### src/rtl/chacha20_stream_xor_if.sv
// AXI-Stream style handshake bundle used for both the plaintext input and the
// ciphertext output of chacha20_stream_xor.
//   tdata   stream word
//   tvalid  word valid
//   tlast   last word of the message
//   tready  sink ready; a word moves when tvalid && tready
// The master modport is the word producer, the slave modport the consumer.
interface chacha20_stream_xor_if #(
    parameter int DATA_WIDTH = 32
);
    logic [DATA_WIDTH-1:0] tdata;
    logic                  tvalid;
    logic                  tlast;
    logic                  tready;

    modport master (
        output tdata,
        output tvalid,
        output tlast,
        input  tready
    );

    modport slave (
        input  tdata,
        input  tvalid,
        input  tlast,
        output tready
    );
endinterface

### src/rtl/chacha20_stream_xor.sv
// chacha20_stream_xor
// Requests 512-bit keystream blocks from the chacha20 core, buffers each block
// and XORs it word by word into an AXI-Stream, so the same block encrypts and
// decrypts. Owns the per-message block counter.
//
// Ports
//   i_aclk             clock
//   i_aresetn          asynchronous active-low reset
//   i_enable           start permission, looked at only while idle
//   i_counter_init     block counter of the first block of every message
//   o_ks_start         one-cycle keystream request pulse
//   o_ks_counter       counter of the requested block, stable while waiting
//   i_keystream        keystream block, word k = i_keystream[32*k +: 32]
//   i_keystream_valid  one-cycle pulse qualifying i_keystream
//   s_axis             plaintext stream (slave)
//   m_axis             ciphertext stream (master), single output register
//   o_busy             high whenever the controller is not idle
//   o_ctr_wrap         sticky flag: block counter wrapped 0xFFFFFFFF -> 0
//
// state   | meaning
// --------+---------------------------------------------------------------
// IDLE    | no message; waits for i_enable with a plaintext word offered
// REQ     | o_ks_start high for this single cycle
// WAIT    | waiting for the core's keystream pulse
// XOR     | streaming plaintext words through the buffered block
module chacha20_stream_xor #(
    parameter int DATA_WIDTH = 32,
    parameter int NUM_WORDS  = 16
) (
    input  logic                              i_aclk,
    input  logic                              i_aresetn,
    input  logic                              i_enable,
    input  logic [31:0]                       i_counter_init,
    output logic                              o_ks_start,
    output logic [31:0]                       o_ks_counter,
    input  logic [DATA_WIDTH*NUM_WORDS-1:0]   i_keystream,
    input  logic                              i_keystream_valid,
    chacha20_stream_xor_if.slave              s_axis,
    chacha20_stream_xor_if.master             m_axis,
    output logic                              o_busy,
    output logic                              o_ctr_wrap
);

    localparam int KS_WIDTH  = DATA_WIDTH * NUM_WORDS;
    localparam int IDX_WIDTH = $clog2(NUM_WORDS);
    localparam logic [IDX_WIDTH-1:0] LAST_IDX = IDX_WIDTH'(NUM_WORDS - 1);

    typedef enum logic [1:0] {
        ST_IDLE,
        ST_REQ,
        ST_WAIT,
        ST_XOR
    } state_t;

    state_t                  state;
    logic [KS_WIDTH-1:0]     ks_buf;
    logic [IDX_WIDTH-1:0]    idx;
    logic [DATA_WIDTH-1:0]   ks_word;
    logic [DATA_WIDTH-1:0]   out_data;
    logic                    out_valid;
    logic                    out_last;
    logic                    ks_start;
    logic [31:0]             ks_counter;
    logic                    busy;
    logic                    ctr_wrap;
    logic                    in_ready;
    logic                    accept;

    // Input may be taken only when the single output register is free or is
    // being emptied in this very cycle.
    assign in_ready = (state == ST_XOR) && (!out_valid || m_axis.tready);
    assign accept   = s_axis.tvalid && in_ready;
    assign ks_word  = ks_buf[idx * DATA_WIDTH +: DATA_WIDTH];

    assign s_axis.tready = in_ready;
    assign m_axis.tdata  = out_data;
    assign m_axis.tvalid = out_valid;
    assign m_axis.tlast  = out_last;
    assign o_ks_start    = ks_start;
    assign o_ks_counter  = ks_counter;
    assign o_busy        = busy;
    assign o_ctr_wrap    = ctr_wrap;

    always_ff @(posedge i_aclk or negedge i_aresetn) begin
        if (!i_aresetn) begin
            state      <= ST_IDLE;
            ks_buf     <= '0;
            idx        <= '0;
            out_data   <= '0;
            out_valid  <= 1'b0;
            out_last   <= 1'b0;
            ks_start   <= 1'b0;
            ks_counter <= '0;
            busy       <= 1'b0;
            ctr_wrap   <= 1'b0;
        end else begin
            // Drain the output register; a word accepted below overrides this.
            if (out_valid && m_axis.tready) begin
                out_valid <= 1'b0;
            end
            ks_start <= 1'b0;

            case (state)
                ST_IDLE: begin
                    if (i_enable && s_axis.tvalid) begin
                        ks_counter <= i_counter_init;
                        ks_start   <= 1'b1;
                        busy       <= 1'b1;
                        state      <= ST_REQ;
                    end
                end

                ST_REQ: begin
                    state <= ST_WAIT;
                end

                ST_WAIT: begin
                    if (i_keystream_valid) begin
                        ks_buf <= i_keystream;
                        idx    <= '0;
                        state  <= ST_XOR;
                    end
                end

                ST_XOR: begin
                    if (accept) begin
                        out_data  <= s_axis.tdata ^ ks_word;
                        out_valid <= 1'b1;
                        out_last  <= s_axis.tlast;
                        idx       <= idx + 1'b1;
                        // End of message takes priority over end of block; the
                        // unused tail of the block is simply dropped.
                        if (s_axis.tlast) begin
                            busy  <= 1'b0;
                            state <= ST_IDLE;
                        end else if (idx == LAST_IDX) begin
                            ks_counter <= ks_counter + 32'd1;
                            if (ks_counter == 32'hFFFF_FFFF) begin
                                ctr_wrap <= 1'b1;
                            end
                            ks_start <= 1'b1;
                            state    <= ST_REQ;
                        end
                    end
                end

                default: begin
                    busy  <= 1'b0;
                    state <= ST_IDLE;
                end
            endcase
        end
    end

endmodule
### src/flat_wrapper.sv
// flat-port wrapper written by rule: the top's interface ports become plain ports
module chacha20_stream_xor_flat 
#(
    parameter int DATA_WIDTH = 32,
    parameter int NUM_WORDS  = 16
)
  (i_aclk, i_aresetn, i_enable, i_counter_init, o_ks_start, o_ks_counter, i_keystream, i_keystream_valid, o_busy, o_ctr_wrap, s_axis_tdata, s_axis_tvalid, s_axis_tlast, s_axis_tready, m_axis_tdata, m_axis_tvalid, m_axis_tlast, m_axis_tready);
  chacha20_stream_xor_if #(.DATA_WIDTH(DATA_WIDTH)) s_axis_i ();
  chacha20_stream_xor_if #(.DATA_WIDTH(DATA_WIDTH)) m_axis_i ();
  input  logic i_aclk;
  input  logic i_aresetn;
  input  logic i_enable;
  input  logic [31:0] i_counter_init;
  output logic o_ks_start;
  output logic [31:0] o_ks_counter;
  input  logic [DATA_WIDTH*NUM_WORDS-1:0] i_keystream;
  input  logic i_keystream_valid;
  output logic o_busy;
  output logic o_ctr_wrap;
  input wire logic [$bits(s_axis_i.tdata)-1:0] s_axis_tdata;
  input wire logic [$bits(s_axis_i.tvalid)-1:0] s_axis_tvalid;
  input wire logic [$bits(s_axis_i.tlast)-1:0] s_axis_tlast;
  output wire logic [$bits(s_axis_i.tready)-1:0] s_axis_tready;
  output wire logic [$bits(m_axis_i.tdata)-1:0] m_axis_tdata;
  output wire logic [$bits(m_axis_i.tvalid)-1:0] m_axis_tvalid;
  output wire logic [$bits(m_axis_i.tlast)-1:0] m_axis_tlast;
  input wire logic [$bits(m_axis_i.tready)-1:0] m_axis_tready;
  assign s_axis_i.tdata = s_axis_tdata;
  assign s_axis_i.tvalid = s_axis_tvalid;
  assign s_axis_i.tlast = s_axis_tlast;
  assign s_axis_tready = s_axis_i.tready;
  assign m_axis_tdata = m_axis_i.tdata;
  assign m_axis_tvalid = m_axis_i.tvalid;
  assign m_axis_tlast = m_axis_i.tlast;
  assign m_axis_i.tready = m_axis_tready;
  chacha20_stream_xor #(.DATA_WIDTH(DATA_WIDTH), .NUM_WORDS(NUM_WORDS)) u_core (.i_aclk(i_aclk), .i_aresetn(i_aresetn), .i_enable(i_enable), .i_counter_init(i_counter_init), .o_ks_start(o_ks_start), .o_ks_counter(o_ks_counter), .i_keystream(i_keystream), .i_keystream_valid(i_keystream_valid), .s_axis(s_axis_i), .m_axis(m_axis_i), .o_busy(o_busy), .o_ctr_wrap(o_ctr_wrap));
endmodule
### config.mk
export PLATFORM = sky130hd
export DESIGN_NAME = chacha20_stream_xor_flat
export DESIGN_NICKNAME = d
export VERILOG_FILES = /design/src/rtl/chacha20_stream_xor_if.sv /design/src/rtl/chacha20_stream_xor.sv /design/src/flat_wrapper.sv
export SDC_FILE = /design/constraint.sdc
export NUM_CORES = 1
export LEC_CHECK = 0
export BUFFER_PORTS_ARGS = -buffer_cell sky130_fd_sc_hd__buf_2
export CORE_MARGIN = 5
export CORE_UTILIZATION = 37
export CTS_CLUSTER_SIZE = 30
export DETAILED_ROUTE_END_ITERATION = 16
export PLACE_DENSITY = 0.62
export SYNTH_ARGS = -nofsm -noshare
export SYNTH_HDL_FRONTEND = slang
export SYNTH_SLANG_ARGS = --single-unit
### constraint.sdc
create_clock -name i_aclk -period 2.05 [get_ports i_aclk]
set_input_delay 0 -clock i_aclk [delete_from_list [all_inputs] [get_ports i_aclk]]
set_output_delay 0 -clock i_aclk [all_outputs]
set_load 0.05 [all_outputs]
==> results.tsv <==
metric	value	unit
status	finished with violations	
violated checks	setup timing	
Post-Synthesis Cell Area	26700	um2
number of placed instances with taps included	3412	
Max-cap violations	0	
CP max FO	5	
worst clock skew	25.1	ps
dpl hpwl	67800	um
global route overflow	0	
initial antenna violation count	35	
total wire length	99900	um
Die Span Y	278	um
FF+latch count, synth	587	
Starting Density	37.3	%
fin. max-slew vios	0	
number of vias per cell	5.18	
startpoint types	flip-flop	
commonest non-fill, non-tap cell in the layout	buf_2	
Final Non-Filler Cells	4176	
ranking of synthesized cells by area	dfrtp_1 (55%), mux2_2 (22%), mux4_2 (11%)	
clk sinks	587	
count of unique library cells instantiated by Yosys	54	
P_leak	18.1	nW
design area	41300	um2
CORE AREA	71500	um2
WP data required	2520	ps
period utilization	105	%
Reg-to-Reg Start	u_core.idx[0]$_DFFE_PN0P_	
HP Class	input port to asynchronous set/reset pin	
fraction of layout cells with a size suffix above 1	51.9	%
worst r2r dst	u_core.m_axis.tdata[27]$_DFFE_PN0P_	
drt drc	0	
Reg2Reg Depth	8	
largest net degree at the start of global routing	71	
Inserted Clock Buffers	67	
reg2reg setup slack	-90	ps
most frequent cells in the layout	buf_2 (650), dlygate4sd3_1 (584), dfrtp_1 (569)	
critical path class	flip-flop to flip-flop	
RSZ-0062 raised after global routing	yes	
vias in the first global route	24509	
via count	21617	
placement row count	98	
ys flop type	dfrtp_1	
Routed Antenna Nets	0	
Root Buffer	clkbuf_16	
drt first pass iters	11	
pre-CTS setup slack	-271	ps
Final Net Count	3732	
min cycle time layout	2140	ps
mean post-synth cell area	14.8	um2
total chip power	62.1	mW
first-pass GRT wire length	149000	um
port bufs	652	
cell count after synthesis	1801	
Critical Path AT	2620	ps
I/O pins	653	
Placed Area	32200	um2
Rel. slew slack	44.4	%
CTS max path bufs	3	
Pwr Density	1500	nW/um2
Layout area overhead	55.0	%
Post-synth EDFFs	0	
top cell type's share of synthesized area	55.1	%
utilization after layout	57.8	%
hold_ws	38.3	ps
register area share after synthesis	55.1	%
GR Util All Layers	24.9	%
Syn Nets	2390	
setup violators final	23	
TritonCTS clock tree	done	
Reg clk slew, reported paths	60	ps
Least-Margin Pin Slew	833	ps
Die Width	278	um
VDD IR max	1.03	mV
Max Fclk	0.467	GHz
fin worst setup slack	-93.2	ps
Yosys Warn Count	0	
H-tree depth	3	
setup TNS	-862	ps
GP Congestion	0.935	
Die ar.	77500	um2
Clk Latency, worst-skew pair	600	ps
Final Hold Viols	0	
share of flip-flops with an asynchronous set or reset	100	%
top cell type by total area after synthesis	dfrtp_1	
DR WL/cell	23.9	um
starting DRC count in detailed routing	1132	
crit end category	flip-flop	
==> cells by family after synthesis <==
group | synth area share [%]
compound gates | 4.82
xor+xnor | 1.05
fa+ha+maj | 0.282
buf+inv | 2.16
flops | 55.1
mux | 33.8
simple gates | 2.79
==> critical path, cell delays in order, from the launching register on <==
cell	delay, ps
dfrtp_4	540
buf_4	170
clkbuf_16	150
buf_12	130
mux4_2	450
o22ai_4	230
a21oi_1	100
xnor2_1	190
o21ai_1	70
==> final cells by class <==
type / count / area [um2]
diodes: 34 / 85.1
multi-input cells: 1078 / 11800
well taps: 950 / 1190
clock buffers: 92 / 1890
flip-flops and latches: 587 / 14700
inverters: 8 / 30.0
clock inverters: 26 / 285
repair buffers: 1401 / 11300
fillers: 5500 / 30200
==> flip-flops by register name (all words and copies together), names as in the netlist <==
signal and cells:
u_core.idx 4, u_core.ks_buf 512, u_core.m_axis.tdata 32, u_core.m_axis.tlast 1, u_core.m_axis.tvalid 1, u_core.o_busy 1
u_core.o_ctr_wrap 1, u_core.o_ks_counter 32, u_core.o_ks_start 1, u_core.state 2
==> worst max path at each step <==
stage                                        from                                  end  slack, ps  cells past startpoint
6_report                u_core.idx[0]$_DFFE_PN0P_  u_core.m_axis.tdata[27]$_DFFE_PN0P_        -90                      8
3_3_place_gp            u_core.idx[0]$_DFFE_PN0P_  u_core.m_axis.tdata[19]$_DFFE_PN0P_       -280                      8
4_1_cts                 u_core.idx[0]$_DFFE_PN0P_   u_core.m_axis.tdata[2]$_DFFE_PN0P_       -110                      8
2_1_floorplan  u_core.o_ks_counter[4]$_DFFE_PN0P_  u_core.o_ks_counter[23]$_DFFE_PN0P_        -30                      5
5_1_grt                 u_core.idx[0]$_DFFE_PN0P_  u_core.m_axis.tdata[23]$_DFFE_PN0P_       -180                      9
3_5_place_dp            u_core.idx[0]$_DFFE_PN0P_  u_core.m_axis.tdata[19]$_DFFE_PN0P_       -270                      8
==> per-layer routing <==
metal / global-route usage, % / share of wire (%) / wire, um / vias to the layer above
met3: 5.41 / 6.5 / 6470 / 267
li1: - / - / - / 9477
met5: 0 / 0.048 / 48 / -
met2: 44.9 / 52 / 52300 / 947
met1: 28.4 / 36 / 36400 / 10918
met4: 11.1 / 4.6 / 4610 / 8
==> power breakdown <==
part | switching (mW) | internal, mW
Sequential | 3.71 | 17.6
Clock | 4.98 | 7.01
Combinational | 13.3 | 15.6
Total | 22.0 | 40.2
==> Yosys cell counts (all sizes together) (2+ instances only) <==
| library cell | number |
|---|---|
| nor4 | 4 |
| mux2 | 513 |
| nand4b | 2 |
| and4 | 3 |
| or2 | 3 |
| mux2i | 35 |
| nand2b | 7 |
| a211oi | 4 |
| o2bb2ai | 3 |
| a22oi | 2 |
| mux4 | 128 |
| ha | 6 |
| and2 | 4 |
| clkbuf | 89 |
| a41o | 3 |
| nand3 | 24 |
| dfrtp | 587 |
| a21oi | 66 |
| o22ai | 47 |
| inv | 8 |
| xnor2 | 32 |
| a2bb2oi | 14 |
| nand4 | 5 |
| o31ai | 2 |
| a31oi | 5 |
| nor2 | 18 |
| o21ai | 50 |
| buf | 39 |
| and3 | 9 |
| a311o | 2 |
| nand2 | 66 |
| nor3 | 4 |
| a31o | 3 |
==> timing repair <==
action,4_1_cts,5_1_grt
endpoints found under the setup margin,52,224
pin swaps,4,18
buffers inserted,14,12
gates cloned,4,4
gates resized for setup,50,65
endpoints found under the hold margin,1114,0
hold buffers,584,0
No activity file was read; power rests on OpenSTA's default activity.
